`config.mk`:
```
export PLATFORM = sky130hd
export DESIGN_NAME = resc_wrapper_paper_example
export DESIGN_NICKNAME = d
export VERILOG_FILES = /design/src/rtl/resc_pkg.sv /design/src/rtl/resc_lfsr.sv /design/src/rtl/resc_wrapper_paper_example.sv
export SDC_FILE = /design/constraint.sdc
export NUM_CORES = 1
export LEC_CHECK = 0
export BUFFER_PORTS_ARGS = -buffer_cell sky130_fd_sc_hd__buf_2
export CORE_MARGIN = 1.5
export CORE_UTILIZATION = 57
export CTS_BUF_LIST = sky130_fd_sc_hd__clkbuf_8
export DETAILED_ROUTE_END_ITERATION = 6
export MAX_ROUTING_LAYER = met4
export PLACE_DENSITY = 0.78
export SYNTH_ARGS = -nofsm -noshare
export SYNTH_HDL_FRONTEND = slang
export SYNTH_SLANG_ARGS = --single-unit
```
`constraint.sdc`:
```
create_clock -name clk -period 3.77 [get_ports clk]
set_input_delay 0.377 -clock clk [delete_from_list [all_inputs] [get_ports clk]]
set_output_delay 0.377 -clock clk [all_outputs]
set_load 0.05 [all_outputs]
```
`src/rtl/resc_pkg.sv`:
```
// Shared constants, LFSR seeds and FSM state type for the ReSC Bernstein evaluator.
package resc_pkg;

  localparam int WIDTH      = 10;
  localparam int DEGREE     = 3;
  localparam int STREAM_LEN = 1 << WIDTH;
  localparam int CNT_W      = WIDTH + 1;

  // Bernstein coefficients b0..b3 scaled by 2**WIDTH; COEFFS[0] is b0.
  localparam logic [DEGREE:0][WIDTH-1:0] COEFFS = {10'd768, 10'd384, 10'd640, 10'd256};

  // x^10 + x^7 + 1 feedback taps, expressed as bit positions 9 and 6.
  localparam logic [WIDTH-1:0] TAP_MASK = 10'h240;

  localparam logic [WIDTH-1:0] SEED_X0 = 10'h001;
  localparam logic [WIDTH-1:0] SEED_X1 = 10'h0A5;
  localparam logic [WIDTH-1:0] SEED_X2 = 10'h15A;
  localparam logic [WIDTH-1:0] SEED_C  = 10'h2C3;

  typedef enum logic [1:0] {
    IDLE,
    LOAD,
    RUN,
    DONE
  } state_t;

  // A full stream of ones reaches 2**WIDTH, which does not fit the result port.
  function automatic logic [WIDTH-1:0] sat_count(input logic [CNT_W-1:0] count);
    return count[WIDTH] ? {WIDTH{1'b1}} : count[WIDTH-1:0];
  endfunction

endpackage

```
`src/rtl/resc_lfsr.sv`:
```
// 10-bit Fibonacci LFSR random source; reloads its seed on reset or load, steps when enabled.
module resc_lfsr
  import resc_pkg::*;
#(
  parameter logic [WIDTH-1:0] SEED = 10'h001
) (
  input  logic             clk,
  input  logic             reset,
  input  logic             load,
  input  logic             enable,
  output logic [WIDTH-1:0] state
);

  always_ff @(posedge clk) begin
    if (reset || load) begin
      state <= SEED;
    end else if (enable) begin
      state <= {state[WIDTH-2:0], ^(state & TAP_MASK)};
    end
  end

endmodule

```
`src/rtl/resc_wrapper_paper_example.sv`:
```
// ReSC evaluator for y = 1/4 + 9/8 x - 15/8 x^2 + 5/4 x^3 using a 1024-bit stochastic stream.
module resc_wrapper_paper_example
  import resc_pkg::*;
(
  input  logic             clk,
  input  logic             reset,
  input  logic             start,
  input  logic [WIDTH-1:0] x_bin,
  output logic             done,
  output logic [WIDTH-1:0] y_bin
);

  state_t           state_q;
  state_t           state_d;
  logic [WIDTH-1:0] x_reg;
  logic [WIDTH-1:0] bit_cnt;
  logic [CNT_W-1:0] ones_cnt;
  logic [WIDTH-1:0] rand_x0;
  logic [WIDTH-1:0] rand_x1;
  logic [WIDTH-1:0] rand_x2;
  logic [WIDTH-1:0] rand_c;
  logic             lfsr_load;
  logic             lfsr_en;
  logic             last_bit;
  logic             x0;
  logic             x1;
  logic             x2;
  logic [1:0]       sel;
  logic             z;

  resc_lfsr #(.SEED(SEED_X0)) u_lfsr_x0 (
    .clk(clk), .reset(reset), .load(lfsr_load), .enable(lfsr_en), .state(rand_x0)
  );
  resc_lfsr #(.SEED(SEED_X1)) u_lfsr_x1 (
    .clk(clk), .reset(reset), .load(lfsr_load), .enable(lfsr_en), .state(rand_x1)
  );
  resc_lfsr #(.SEED(SEED_X2)) u_lfsr_x2 (
    .clk(clk), .reset(reset), .load(lfsr_load), .enable(lfsr_en), .state(rand_x2)
  );
  resc_lfsr #(.SEED(SEED_C)) u_lfsr_c (
    .clk(clk), .reset(reset), .load(lfsr_load), .enable(lfsr_en), .state(rand_c)
  );

  // ReSC core: the number of ones among the x bits selects which coefficient stream to emit.
  always_comb begin
    x0       = rand_x0 < x_reg;
    x1       = rand_x1 < x_reg;
    x2       = rand_x2 < x_reg;
    sel      = 2'(x0) + 2'(x1) + 2'(x2);
    z        = rand_c < COEFFS[sel];
    last_bit = bit_cnt == WIDTH'(STREAM_LEN - 1);
  end

  always_ff @(posedge clk) begin
    if (reset) begin
      state_q <= IDLE;
    end else begin
      state_q <= state_d;
    end
  end

  // start dominates every state so a conversion can be aborted at any point.
  always_comb begin
    state_d   = state_q;
    lfsr_load = 1'b0;
    lfsr_en   = 1'b0;
    case (state_q)
      IDLE: state_d = IDLE;
      LOAD: begin
        lfsr_load = 1'b1;
        state_d   = RUN;
      end
      RUN: begin
        lfsr_en = 1'b1;
        if (last_bit) begin
          state_d = DONE;
        end
      end
      DONE: state_d = DONE;
      default: state_d = IDLE;
    endcase
    if (start) begin
      state_d = LOAD;
    end
  end

  always_ff @(posedge clk) begin
    if (reset) begin
      x_reg    <= '0;
      bit_cnt  <= '0;
      ones_cnt <= '0;
      y_bin    <= '0;
      done     <= 1'b0;
    end else begin
      case (state_q)
        LOAD: begin
          bit_cnt  <= '0;
          ones_cnt <= '0;
          if (!start) begin
            x_reg <= x_bin;
          end
        end
        RUN: begin
          bit_cnt  <= bit_cnt + 1'b1;
          ones_cnt <= ones_cnt + CNT_W'(z);
          if (last_bit && !start) begin
            y_bin <= sat_count(ones_cnt + CNT_W'(z));
            done  <= 1'b1;
          end
        end
        default: ;
      endcase
      if (start) begin
        done <= 1'b0;
      end
    end
  end

endmodule

```
==> results of run 1 <==
layout make-up:
class	instances	area, um2
Clock inverter	5	77.57
Tap cell	96	120.1
Fill cell	507	1956
Timing Repair Buffer	56	374.1
Multi-Input combinational cell	327	2394
Sequential cell	84	1689
Inverter	21	83.83
Clock buffer	10	137.6
where the power goes:
part | leakage [nW] | internal [mW] | total (mW) | switching (mW)
clock network | 0.114 | 0.386 | 0.700 | 0.315
registers | 0.682 | 0.902 | 0.915 | 0.0128
logic | 1.11 | 0.106 | 0.243 | 0.138
total | 1.90 | 1.39 | 1.86 | 0.465
per-stage QoR:
stage / TNS [ns] / instances
2_1_floorplan: 0 / 452
3_3_place_gp: -1.460 / 580
3_5_place_dp: -3.781 / 580
4_1_cts: -0.7071 / 597
5_1_grt: -4.084 / 599
6_report: -1.150 / 599
kinds of logic (layout without fill, tap and decap cells):
logic type	count (synthesis)	count (layout)	synth area share [%]
flip-flops	84	84	41.49
XOR/XNOR	18	18	3.890
AO/OA/AOI/OAI	79	79	11.52
multiplexers	39	39	9.725
buffers and inverters	41	92	4.477
AND/OR/NAND/NOR	153	153	16.98
adder cells (fa/ha/maj)	38	38	11.92
worst reg2reg max path, stage by stage (launching register included):
cell and delay (ns):
dfxtp_2 0.34, inv_2 0.05, ha_1 0.29, nand4_1 0.14
o221ai_2 0.24, nand4_1 0.15, a21oi_2 0.17, fa_1 0.44
inv_1 0.08, ha_2 0.18, ha_4 0.20, o21ai_2 0.05
nand2b_1 0.09, a21oi_2 0.13, ha_2 0.21, ha_4 0.17
nand2_4 0.07, nor3_4 0.16, xnor2_1 0.15, and4_4 0.25
buf_6 0.12, a211oi_2 0.06
layout by cell type (no fill, tap or decap), types with 2 or more instances in the layout:
cell type	n
and2_1	2
nor3_1	3
a21oi_1	26
clkbuf_8	10
mux2i_1	36
buf_4	30
o221ai_2	2
a22oi_1	7
o21ai_0	15
a21oi_2	11
xor2_1	9
nor2_1	67
nor2_2	2
ha_2	3
buf_6	3
dfxtp_1	78
nand4_1	9
nand2b_1	4
o21ai_2	2
inv_1	16
o22ai_1	2
ha_1	26
dfxtp_2	6
nor4_1	2
inv_4	2
buf_2	23
xnor2_1	9
a21o_1	3
bufinv_16	2
a211oi_2	4
inv_2	4
mux2_2	3
nand3_1	9
ha_4	8
nand2_1	45
repair_timing:
item	4_1_cts	5_1_grt
gates cloned	1	0
hold buffers	0	0
gates resized for setup	39	13
buffers inserted	1	2
setup endpoints to repair	18	19
pin swaps	15	10
worst max-delay path by stage:
stage,start,to,depth (start not counted)
6_report,x_reg[2],y_bin[9],21
5_1_grt,x_reg[4],y_bin[9],21
4_1_cts,x_reg[5],ones_cnt[6],20
3_5_place_dp,x_reg[4],y_bin[9],21
3_3_place_gp,x_reg[7],y_bin[9],20
2_1_floorplan,x_reg[7],ones_cnt[10],19
metal layers:
metal	share of wire, %	routed length [um]
met4	2.0	182
met1	42	3810
met2	52	4645
met5	0	0
met3	3.7	335
==> flow_metrics.py, run 1 <==
metrics = {
    "cts": {
        "numCtsBuffers": 9,
        "cts_tree": "done",
        "h-tree-depth": 3,
        "cts.clk_slew.worst_paths_ns": 0.08,
        "clkLatencyLatePin_ns": 0.35,
        "root_buffer": "clkbuf_8",
        "clk_path_buf_depth": 2,
        "cts_sinks": 84,
    },
    "power": {
        "p_leak_nw": 1.901,
        "total_power_mw": 1.859,
        "pwr_density_cell_nw_per_um2": 381.3,
        "irDropWorstVdd_mv": 0.2583,
    },
    "sta": {
        "setup_viol": 15,
        "hold_viol": 0,
        "rsz0062_at_grt": "true",
        "timing.final.crit_share_pct": 103.1,
        "worstMarginPinSlew_ns": 1.114,
        "holdWs_ns": 0.2443,
        "timing.final.crit_period_ns": 3.886,
        "fin_ws_ns": -0.1155,
        "skew_ns": 0.01173,
        "slew_headroom_pct": 25.48,
        "slew_viol_final": 0,
        "fmax_ghz": 0.2574,
    },
    "global_routing": {
        "grt_pass1_vias": 3422,
        "antenna_found_initial": 0,
        "use_met2_pct": 47.55,
        "grt_pass1_wl_um": 15280,
        "grt-ovfl-total": 0,
        "grtUsageMet1_pct": 27.73,
        "top_usage_layer": "met2",
        "grt_max_degree": 51,
        "grt_util_met3_pct": 6.730,
        "grt.total_usage_pct": 26.33,
    },
    "setup_path": {
        "crit_path_start_kind": "flop",
        "reg2regPathDepth": 21,
        "crit_required_ns": 3.99,
        "worst_path_max_delay_cell": "fa_1",
        "critical-path-top-delay-family": "adder cells",
        "critPathBufInv": 3,
        "end_kind": "flop",
        "reg2reg_slack_ns": -0.12,
        "arrival_ns": 4.10,
        "r2r-end": "y_bin[9]",
        "critical_path.max_stage_delay_ns": 0.44,
        "timing.rr.start": "x_reg[2]",
        "setup.worst_path.class": "flop to flop",
        "crit_fanout": 5,
        "path_cells": "inv_2 -> ha_1 -> nand4_1 -> o221ai_2 -> nand4_1 -> a21oi_2 -> fa_1 -> inv_1 -> ha_2 -> ha_4 -> o21ai_2 -> nand2b_1 -> a21oi_2 -> ha_2 -> ha_4 -> nand2_4 -> nor3_4 -> xnor2_1 -> and4_4 -> buf_6 -> a211oi_2",
    },
    "synthesis": {
        "synth_edf_count": 0,
        "ys_warn_count": 0,
        "syn_avg_cell_area_um2": 8.966,
        "ys_seq_elements": 84,
        "synth_area_leader_cell": "dfxtp_1",
        "syn_inst": 452,
        "synth_nets": 503,
        "yosys.cell_count.top_type": "dfxtp_1",
        "yosysUniqueCellTypes": 42,
        "synth_common_cells": "dfxtp_1 (84), nor2_1 (69), nand2_1 (46)",
        "ys.flop_type": "dfxtp_1",
        "syn_area_um2": 4053,
        "synth.area.top_cells": "dfxtp_1 (41%), ha_1 (11%), mux2i_1 (8.9%), nor2_1 (6.4%), a21oi_1 (4.6%)",
        "synth-async-reset-ratio_pct": 0,
        "synth-seq-area-share_pct": 41.49,
        "yosysTopAreaCellShare_pct": 41.49,
    },
    "run_status": {
        "outcome": "finished with violations",
        "violations": "setup timing",
    },
    "floorplan": {
        "die-area_um2": 7625,
        "die_h_um": 87.32,
        "initial_core_util_pct": 59.32,
        "io_pins": 24,
        "rows": 30,
        "die_width_um": 87.32,
        "core_um2": 6832,
    },
    "cells_and_area": {
        "nets": 550,
        "diodes": 0,
        "post-route-util_pct": 71.37,
        "top_register": "ones_cnt",
        "largest_reg_flops": 11,
        "drive_gt1_share_pct": 24.85,
        "postLayoutCellArea_um2": 4876,
        "area_delta_synth_final_pct": 20.31,
    },
    "hold_path": {
        "min_from": "start",
        "hold_class": "input port to flop",
        "hold_depth": 2,
        "min_to": "done",
    },
    "drt": {
        "drt_iter0_markers": 139,
        "viasPerCell": 5.531,
        "first_pass_iters": 4,
        "ant_nets": 0,
        "drt-total-wl_um": 8973,
        "vias": 3313,
        "remaining_drc_errors": 0,
        "wl_per_cell_um": 14.98,
    },
    "place": {
        "place.gp.congestion": 0.8118,
        "port_buffers": 23,
        "detailed_place_hpwl_um": 5970,
        "post-place-ws_ns": -0.3094,
        "postPlaceCellArea_um2": 4420,
    },
    "run": {
        "drv_cap": 0,
    },
}
Power figures use the tool's default switching activity.
==> inputs of run 2 (changes only) <==
- CORE_UTILIZATION: 57 -> 60
- PLACE_DENSITY: 0.78 -> 0.79
- clock period: 3.77 -> 4.95 ns (I/O delays scaled with it)
==> run 2 against run 1 <==
Effect of this change: the run ends with DRC left; die area decreased by 4.8%; clock power shrank 36%; sequential share of layout area is 4.0 points higher; first-iteration DRC count shrank 17%; clock skew down 0.0035 ns; register-to-register slack gained 0.67 ns; critical endpoint unchanged; largest cell class unchanged; highest routed layer unchanged.
==> flow_metrics.py, run 2 (synthesized netlist as in run 1, its figures left out) <==
metrics = {
    "global_routing": {
        "grt_pass1_wl_um": 13810,
        "grt-ovfl-total": 0,
        "grt_pass1_vias": 3071,
        "grt.total_usage_pct": 24.92,
        "antenna_found_initial": 0,
        "grt_max_degree": 37,
    },
    "cts": {
        "clk_path_buf_depth": 2,
        "cts_resized": 0,
        "cts_setup_buffers": 0,
        "cts_sinks": 84,
        "cts_tree": "done",
        "cts.clk_slew.worst_paths_ns": 0.09,
        "h-tree-depth": 3,
        "postCtsHoldBufs": 0,
        "numCtsBuffers": 9,
        "root_buffer": "clkbuf_8",
        "clkLatencyLatePin_ns": 0.36,
    },
    "setup_path": {
        "crit_fanout": 10,
        "crit_path_start_kind": "flop",
        "crit_required_ns": 5.18,
        "setup.worst_path.class": "flop to flop",
        "end_kind": "flop",
        "arrival_ns": 4.63,
    },
    "sta": {
        "holdWs_ns": 0.3614,
        "rsz0062_at_grt": "false",
        "timing.final.crit_share_pct": 88.80,
        "slew_viol_final": 0,
        "hold_viol": 0,
        "setup_viol": 0,
        "slew_headroom_pct": 30.94,
        "timing.final.crit_period_ns": 4.396,
        "worstMarginPinSlew_ns": 1.032,
        "fin_setup_tns_ns": 0,
        "skew_ns": 0.008194,
        "fmax_ghz": 0.2275,
    },
    "place": {
        "dp.cells": 533,
        "detailed_place_hpwl_um": 5833,
        "place.gp.congestion": 0.8528,
        "port_buffers": 23,
    },
    "cells_and_area": {
        "final_cell_mix": "dfxtp_1 (84), nor2_1 (69), nand2_1 (46)",
        "final_common_cell": "dfxtp_1",
        "drive_gt1_share_pct": 10.59,
        "diodes": 0,
        "area_delta_synth_final_pct": 7.317,
        "fin_cells": 549,
        "fillers": 527,
        "largest_reg_flops": 11,
        "nets": 518,
        "top_register": "ones_cnt",
        "post-route-util_pct": 67.72,
    },
    "drt": {
        "drt-total-wl_um": 8254,
        "remaining_drc_errors": 4,
        "vias": 3060,
        "viasPerCell": 5.574,
        "wl_per_cell_um": 15.03,
        "ant_nets": 0,
        "drt_iter0_markers": 115,
        "first_pass_iters": 6,
    },
    "floorplan": {
        "die_width_um": 85.19,
        "rows": 29,
        "core_um2": 6422,
        "io_pins": 24,
        "die_h_um": 85.19,
        "initial_core_util_pct": 63.10,
        "die-area_um2": 7256,
    },
    "run_status": {
        "violations": "DRC",
        "outcome": "finished with violations",
    },
    "power": {
        "p_leak_nw": 1.690,
        "irDropWorstVdd_mv": 0.2270,
        "pwr_density_cell_nw_per_um2": 296.4,
    },
    "run": {
        "drv_cap": 0,
    },
    "hold_path": {
        "hold_class": "input port to flop",
    },
}
## run 2: per-stage QoR
step                      setup WS [ns]  cell area [um2]  total power [mW]
final                            0.5542             4349             1.289
after global routing             0.2270             4349             1.344
after CTS                        0.5670             4349             1.292
after detailed placement         0.6383             4172            0.8550
after global placement           0.8305             4172            0.8476
after floorplan                   1.113             4053            0.8170
## run 2: critical path, cell delays in order (launching register included)
cell	delay, ns
dfxtp_1	0.35
inv_1	0.09
ha_1	0.34
a21oi_1	0.22
o221ai_1	0.16
nand4_1	0.11
a21oi_1	0.09
fa_1	0.57
inv_1	0.05
ha_1	0.20
ha_1	0.26
o21ai_0	0.07
nand2b_1	0.07
a21oi_1	0.17
ha_1	0.19
ha_1	0.26
nand2_1	0.14
nor3_4	0.24
xnor2_1	0.14
and4_1	0.42
a211oi_2	0.11
## run 2: final cells by class
cell class | count | area [um2] | share of cell area [%]
Multi-Input combinational cell | 327 | 2192 | 50.40
Clock buffer | 10 | 137.6 | 3.165
Inverter | 21 | 78.83 | 1.812
Tap cell | 77 | 96.34 | 2.215
Clock inverter | 6 | 40.04 | 0.9206
Sequential cell | 84 | 1682 | 38.67
Timing Repair Buffer | 24 | 122.6 | 2.819
## run 2: path summary, 6_finish.rpt
path,start,end,slack (ns),cells after the start
worst max-delay path,x_reg[3],y_bin[9],0.55,20
worst min-delay path,start,done,0.36,2
worst max register to register,x_reg[3],y_bin[9],0.55,20
worst min register to register,x_reg[1],x_reg[1],0.46,2
## run 2: power by group
group | total [mW] | internal (mW) | switching [mW]
clock | 0.449 | 0.195 | 0.254
sequential | 0.697 | 0.687 | 0.0100
combinational | 0.144 | 0.0563 | 0.0873
## run 2: metal layers
metal | vias to the layer above | GRT usage (%) | wire [um]
met5 | - | - | 0
li1 | 1586 | - | -
met2 | 38 | 42.57 | 4155
met3 | 11 | 3.696 | 175
met1 | 1425 | 28.76 | 3784
met4 | 0 | 11.62 | 140
